**config.mk**
```make
export PLATFORM = sky130hd
export DESIGN_NAME = sha256_block_padder
export DESIGN_NICKNAME = d
export VERILOG_FILES = /design/src/rtl/sha256_pkg.sv /design/src/rtl/sha256_block_padder.sv
export SDC_FILE = /design/constraint.sdc
export NUM_CORES = 2
export LEC_CHECK = 0
export CELL_PAD_IN_SITES_DETAIL_PLACEMENT = 1
export CELL_PAD_IN_SITES_GLOBAL_PLACEMENT = 1
export CORE_UTILIZATION = 40
export DETAILED_ROUTE_END_ITERATION = 8
export GPL_TIMING_DRIVEN = 1
export PLACE_DENSITY = 0.85
export SYNTH_ARGS = -nofsm -noshare
export SYNTH_HDL_FRONTEND = slang
export SYNTH_SLANG_ARGS = --single-unit
```
**constraint.sdc**
```tcl
create_clock -name clk -period 30.2 [get_ports clk]
set_clock_uncertainty 0.1 [all_clocks]
set_input_delay 3.02 -clock clk [delete_from_list [all_inputs] [get_ports clk]]
set_output_delay 3.02 -clock clk [all_outputs]
set_load 0.1 [all_outputs]
```
**src/rtl/sha256_pkg.sv**
```systemverilog
// sha256_pkg
//   Shared SHA-256 definitions used by the block padder and the compression
//   core: block geometry, the padding marker word, the padder state encoding
//   and helpers for block accounting and padding-word selection.
package sha256_pkg;

  localparam int          SHA256_BLOCK_WORDS = 16;
  localparam logic [31:0] SHA256_PAD_WORD    = 32'h8000_0000;

  typedef enum logic [1:0] {
    IDLE    = 2'd0,
    BUILD   = 2'd1,
    PRESENT = 2'd2
  } pad_state_t;

  // Number of 512-bit blocks for a word-aligned message of num_words words:
  // message + one marker word + two length words, rounded up to 16 words.
  // Worst case (65535 words) gives 4097 blocks, which fits in 13 bits.
  function automatic logic [12:0] sha256_num_blocks(input logic [15:0] num_words);
    return 13'((17'(num_words) + 17'd18) >> 4);
  endfunction

  // Value of a slot that does not come from memory. g is the global word
  // index (block_idx*16 + k), w the message length in words, last flags the
  // final block and k is the slot inside the block.
  function automatic logic [31:0] sha256_fill_word(
    input logic [16:0] g,
    input logic [15:0] w,
    input logic        last,
    input logic [3:0]  k
  );
    if (g == {1'b0, w})
      return SHA256_PAD_WORD;
    else if (last && (k == 4'd15))
      return {11'd0, w, 5'd0};  // bit length w*32; upper length word is 0
    else
      return 32'h0;
  endfunction

endpackage

```
**src/rtl/sha256_block_padder.sv**
```systemverilog
// sha256_block_padder
//   Reads a word-aligned message from a 1-cycle-latency memory, applies
//   SHA-256 padding (marker word, zero fill, 64-bit bit length) and hands
//   out 512-bit blocks over a valid/ready handshake.
//
// Ports
//   clk, reset        clock; asynchronous active-high reset
//   start             one-cycle request, sampled only in IDLE
//   message_addr      word address of message word 0 (latched on start)
//   num_words         message length in 32-bit words (latched on start)
//   busy              high from the cycle after start until the last transfer
//   done              one-cycle pulse after the last block transfer
//   mem_addr, mem_re  memory read request; data returns one cycle later
//   mem_read_data     memory read data
//   block_data        padded block, word 0 in [511:480], word 15 in [31:0]
//   block_valid       block available (PRESENT state)
//   block_ready       consumer accepts the block
//   block_last        final block of the message, qualifies block_valid
//   block_idx         index of the current block
module sha256_block_padder
  import sha256_pkg::*;
#(
  parameter int ADDR_W = 16
) (
  input  logic              clk,
  input  logic              reset,
  input  logic              start,
  input  logic [ADDR_W-1:0] message_addr,
  input  logic [15:0]       num_words,
  output logic              busy,
  output logic              done,
  output logic [ADDR_W-1:0] mem_addr,
  output logic              mem_re,
  input  logic [31:0]       mem_read_data,
  output logic [511:0]      block_data,
  output logic              block_valid,
  input  logic              block_ready,
  output logic              block_last,
  output logic [12:0]       block_idx
);

  pad_state_t r_state, w_next_state;

  logic [ADDR_W-1:0] r_base;
  logic [15:0]       r_nw;
  logic [12:0]       r_nb;
  logic [12:0]       r_idx;
  // Slot counter: 0..15 handle slots, 16 is the drain cycle.
  logic [4:0]        r_k;
  // Slot k lives in r_blk[15-k] so the packed vector maps straight onto
  // block_data with word 0 in the top bits.
  logic [15:0][31:0] r_blk;
  // A read issued last cycle whose data must land in r_pend_slot now.
  logic              r_pend;
  logic [3:0]        r_pend_slot;
  logic              r_done;

  logic [16:0]       w_g;
  logic              w_last;
  logic              w_slot_cyc;
  logic              w_from_mem;
  logic              w_xfer;

  // Global word index is block_idx*16 + k, i.e. a plain concatenation.
  assign w_g        = {r_idx, r_k[3:0]};
  assign w_last     = (r_idx == (r_nb - 13'd1));
  assign w_slot_cyc = (r_state == BUILD) && !r_k[4];
  assign w_from_mem = w_slot_cyc && (w_g < {1'b0, r_nw});

  // Read request is decoded from state so it drops as soon as reset hits.
  assign mem_re   = w_from_mem;
  assign mem_addr = w_from_mem ? (r_base + ADDR_W'(w_g)) : '0;

  assign busy        = (r_state != IDLE);
  assign done        = r_done;
  assign block_valid = (r_state == PRESENT);
  assign block_last  = block_valid && w_last;
  assign block_idx   = r_idx;
  assign block_data  = r_blk;

  always_ff @(posedge clk or posedge reset) begin
    if (reset) r_state <= IDLE;
    else       r_state <= w_next_state;
  end

  always_comb begin
    w_next_state = r_state;
    w_xfer       = 1'b0;
    case (r_state)
      IDLE:    if (start) w_next_state = BUILD;
      BUILD:   if (r_k[4]) w_next_state = PRESENT;
      PRESENT: begin
        if (block_ready) begin
          w_xfer       = 1'b1;
          w_next_state = w_last ? IDLE : BUILD;
        end
      end
      default: w_next_state = IDLE;
    endcase
  end

  always_ff @(posedge clk or posedge reset) begin
    if (reset) begin
      r_base      <= '0;
      r_nw        <= '0;
      r_nb        <= '0;
      r_idx       <= '0;
      r_k         <= '0;
      r_blk       <= '0;
      r_pend      <= 1'b0;
      r_pend_slot <= '0;
      r_done      <= 1'b0;
    end else begin
      r_done <= 1'b0;
      r_pend <= 1'b0;

      // Capture data for the read issued in the previous cycle; this is
      // always a different slot from the one handled this cycle.
      if (r_pend) r_blk[~r_pend_slot] <= mem_read_data;

      case (r_state)
        IDLE: begin
          if (start) begin
            r_base <= message_addr;
            r_nw   <= num_words;
            r_nb   <= sha256_num_blocks(num_words);
            r_idx  <= '0;
            r_k    <= '0;
          end
        end
        BUILD: begin
          if (!r_k[4]) begin
            if (w_from_mem) begin
              r_pend      <= 1'b1;
              r_pend_slot <= r_k[3:0];
            end else begin
              r_blk[~r_k[3:0]] <= sha256_fill_word(w_g, r_nw, w_last, r_k[3:0]);
            end
            r_k <= r_k + 5'd1;
          end
        end
        PRESENT: begin
          if (w_xfer) begin
            if (w_last) begin
              r_done <= 1'b1;
            end else begin
              r_idx <= r_idx + 13'd1;
              r_k   <= '0;
            end
          end
        end
        default: ;
      endcase
    end
  end

endmodule

```
# Yosys cells after proc, flatten, opt, wreduce, memory -nomap -nowiden
# Index checks and enable logic that the tools add are counted.
# Widths: inputs -> output; s select.
word_totals:
  mem_bits_ro: 0
  regBits: 583
  ramBits: 0
  latch_bits: 0
  mem_count: 0
  wordCells: 105
  out_inout_bits: 546
op_classes:
  bitwise_logic: 3
  add_sub_neg: 5
  n_eq_ne: 11
  shift: 0
  div: 0
  mul: 0
  n_lt_le_gt_ge: 5
  mux: 38
  reduce_logical: 17
ops:
  columns: ["operator", "count"]
  rows:
  - ["$mux 512", 4]
  - ["$bwmux 512", 2]
  - ["$demux 32 s4", 2]
  - ["$mux 32", 6]
  - ["$mux 13", 3]
  - ["$pmux 13 s2", 1]
  - ["$mux 21", 1]
  - ["$mux 5", 4]
  - ["$add 16x5->17 const B", 1]
  - ["$eq 17x16->1", 1]
  - ["$lt 17x16->1", 1]
  - ["$add 16x16->16", 1]
  - ["$mux 16", 1]
  - ["$pmux 5 s3", 1]
  - ["$add 13x1->13 const B", 1]
  - ["$eq 13x13->1", 1]
  - ["$sub 13x1->13 const B", 1]
  - ["$lt 4x5->1 const B", 2]
  - ["$mux 1", 9]
  - ["$ge 4x1->1 const B", 2]
  - ["$ne 2x2->1 const B", 4]
  - ["$not 4->4", 2]
  - ["$reduce_and 4->1", 2]
  - ["$logic_and 1x1->1", 6]
  - ["15 further kinds", 20]

# Logic depth before layout (Yosys ltp)
depth:
  ltp_word: 12
  ltp_mapped: 13
  ltp_nobuf: 10

# Worst setup path after synthesis
# No wires, ideal clock.
synth_path:
  path_kind: "flip-flop to output port"
  start: "reg r_idx[6], in the netlist block_idx[6]"
  end: "out mem_addr[4]"
  stages_incl_launch_ff: 10
  path_slack_ns: 22.375
  n_path_buf: 1
  t_arrival_ns: 4.705
  required_time_ns: 27.080
  cell_sequence: "dfrtp_1 -> ha_1 -> a21o_1 -> a21o_1 -> a21oi_1 -> nand2_1 -> o21ai_1 -> nand2_1 -> clkbuf_1 -> nor3_1"
synth_via:
  elab_chain_cells: 3
synth_rtl:
  columns: ["element", "line", "source"]
  rows:
  - ["from (decl)", "sha256_block_padder.sv:47", "logic [12:0] r_idx;"]
  - ["from (signal assigned)", "sha256_block_padder.sv:147", "r_idx <= r_idx + 13'd1;"]
  - ["$lt 17x16->1", "sha256_block_padder.sv:68", "assign w_from_mem = w_slot_cyc && (w_g < {1'b0, r_nw});"]
  - ["$logic_and 1x1->1", "sha256_block_padder.sv:68", null]
  - ["$mux 16", "sha256_block_padder.sv:72", "assign mem_addr = w_from_mem ? (r_base + ADDR_W'(w_g)) : '0;"]
  - ["to (decl)", "sha256_block_padder.sv:32", "output logic [ADDR_W-1:0] mem_addr,"]
# No other way between the ends.

# Final worst setup path
layout_path:
  start: "reg r_k[2]"
  end: "out mem_addr[14]"
layout_via:
  elab_chain_cells: 3
  elab_cells_between_ends: 4
layout_rtl:
  columns: ["element", "line", "source"]
  rows:
  - ["from (decl)", "sha256_block_padder.sv:49", "logic [4:0] r_k;"]
  - ["from (signal assigned)", "sha256_block_padder.sv:139", "r_k <= r_k + 5'd1;"]
  - ["$lt 17x16->1", "sha256_block_padder.sv:68", null]
  - ["$logic_and 1x1->1", "sha256_block_padder.sv:68", null]
  - ["$mux 16 *", "sha256_block_padder.sv:72", null]
# Every way passes the cells marked *; elsewhere a longest branch is shown, timed or not.

==> flow_summary.json <==
{
  "status": "finished clean",
  "area.sequential_um2": 14600,
  "dieArea_um2": 65500,
  "routed_via_density": 5.78,
  "grtUsageMet1_pct": 43.1,
  "synthesis.instances": 2896,
  "cts_tree": "done",
  "relSlewSlack_pct": 15.7,
  "antenna_left": 0,
  "synthToLayoutAreaGrowth_pct": 34.6,
  "n_antenna_cell": 0,
  "layout_common_cells": "nand2_1 (1,007), clkdlybuf4s50_1 (613), dfrtp_1 (583)",
  "synthesis.nets": 3002,
  "yosys.area.top_type_share_pct": 56.5,
  "htreeDepth": 3,
  "ios": 614,
  "cts_buffers": 66,
  "final_common_cell": "nand2_1",
  "ys_types": 62,
  "drt_first_pass_iters": 5,
  "ys_ff_latch": 583,
  "multi_input_area_um2": 10400,
  "synthArstFlopShare_pct": 100,
  "rows": 92,
  "coreArea_um2": 63400,
  "hp-class": "flip-flop to flip-flop",
  "synth_flop_cell": "dfrtp_1",
  "rsz0062_at_grt": "false",
  "drt_iter0_markers": 2299,
  "maxCapViolCount": 0,
  "clk_latency_ns": 0.61,
  "num-nets-final": 3480,
  "synth_area_um2": 25800,
  "hold_viol": 0,
  "fp.dieH_um": 256,
  "drive_gt1_share_pct": 5.73,
  "cts_setup_buffers": 0,
  "io_buffer_count": 613,
  "met3_usage_pct": 5.73,
  "cp.required_ns": 27.08,
  "wl_um": 116000,
  "synth_edf_count": 0,
  "path_max_fanout": 17,
  "grt_pass1_wl_um": 171000,
  "grt_overflow_total": 0,
  "fill_cells": 7068,
  "use_met2_pct": 57.5,
  "cts.hold.buffers_added": 0,
  "ctsResizeCount": 0,
  "busiest_layer": "met2",
  "grt_pass1_vias": 25800,
  "via_count": 24700,
  "period_needed_ns": 8.05,
  "worst_slew_pin_slew_ns": 1.26,
  "cts_buffer_depth": 3,
  "gr-usage-all-layers_pct": 35.0,
  "grt_max_degree": 183,
  "yosysWarnings": 0,
  "avgSynthCellArea_um2": 8.91,
  "wl_per_cell_um": 27.2,
  "ys_seq_area_share_pct": 56.5,
  "clk_pin_slew_ns": 0.06,
  "route.detailed.drc": 0,
  "critical_path_class": "flip-flop to primary output",
  "grt_antenna_before_repair": 0,
  "setup_violations": 0,
  "slew_viol_final": 0,
  "cts.sinks": 583,
  "gp_congestion": 0.869,
  "synth_area_leaders": "dfrtp_1 (57%), nand2_1 (15%), a21oi_1 (9.3%)",
  "clock-root-buffer": "clkbuf_16",
  "synth_largest_area_cell": "dfrtp_1",
  "end_kind": "primary output",
  "timing.setup.tns_ns": 0,
  "start_util_pct": 40.7,
  "max_freq_mhz": 124,
  "fp.dieW_um": 256,
  "place.detailed.hpwl_um": 79200,
  "critPathArrivalTime_ns": 4.93,
  "critPathLaunchType": "flip-flop",
  "rrSetupSlack_ns": 26.16,
  "fin_crit_sh_pct": 26.6
}
critical path: stages, from the launching register on:
cell	delay, ns
dfrtp_1	0.82
ha_1	0.42
a211oi_1	0.35
o21bai_1	0.17
a21boi_0	0.27
o21ai_0	0.19
o41ai_1	0.50
o21ai_0	0.22
xnor2_1	0.16
nor2_1	0.09
clkdlybuf4s50_1	1.16
flip-flops by register name, summed over array words and instances, names as in the netlist, 2 cells and up:
| name | flops |
|---|---|
| block_data | 512 |
| block_idx | 13 |
| r_base | 16 |
| r_k | 5 |
| r_nb | 13 |
| r_nw | 16 |
| r_pend_slot | 4 |
| r_state | 2 |
stage by stage:
| stage | area, um2 | hold slack, ns | setup slack [ns] | util (%) | cells |
|---|---|---|---|---|---|
| after floorplan | 25800 | 0.350 | 10.77 | - | 2896 |
| after global routing | 34700 | 0.410 | 21.92 | 54.8 | 4268 |
| final | 34700 | 0.388 | 22.15 | 54.8 | 4268 |
| after CTS | 34700 | 0.390 | 22.16 | 54.8 | 4268 |
| after detailed placement | 32500 | 0.375 | 22.82 | 51.3 | 4152 |
| after global placement | 32500 | 0.365 | 22.88 | 51.3 | 4152 |
final cells by class:
cell class | instances | area share [%]
Multi-Input combinational cell | 2043 | 29.8
Inverter | 31 | 0.357
Clock inverter | 19 | 0.681
Clock buffer | 97 | 5.62
Timing Repair Buffer | 649 | 18.5
Tap cell | 846 | 3.05
Sequential cell | 583 | 42.0
metal layers:
layer	up-vias	wire, um
met5	-	0
met4	0	7540
met3	363	7500
met2	1172	55500
met1	12600	45500
li1	10500	-
synth_stat cells (all sizes together), types with 13 or more instances:
library cell,n
o21ai,96
xor2,22
a31o,17
nand2,1014
mux2i,75
dfrtp,583
inv,31
ha,37
xnor2,19
nand4,13
a21oi,479
and3,22
clkbuf,202
nand3,65
nor3,15
nor2,54
buf,37
kinds of logic (layout without fill, tap and decap cells):
logic type,count (synthesis),after routing,synth area share (%)
flops,583,583,56.5
fa+ha+maj,38,38,1.87
compound gates,638,638,13.1
buf+inv,270,796,4.29
simple gates,1249,1249,19.8
mux,77,77,3.00
xor+xnor,41,41,1.39
final timing paths:
kind	from	endpoint	cells past startpoint
min	r_base[12]$_DFFE_PP0P_	r_base[12]$_DFFE_PP0P_	2
max	r_k[2]$_DFFE_PP0P_	mem_addr[14]	10
min in group asynchronous	reset	block_data[134]$_DFF_PP0_	2
max reg2reg	r_nb[2]$_DFFE_PP0P_	block_data[83]$_DFF_PP0_	9
max in group asynchronous	reset	block_data[488]$_DFF_PP0_	5
min reg2reg	r_base[12]$_DFFE_PP0P_	r_base[12]$_DFFE_PP0P_	2
Power is not shown: default switching activity piles up to over one toggle a cycle in this logic, so the estimate is an artifact.
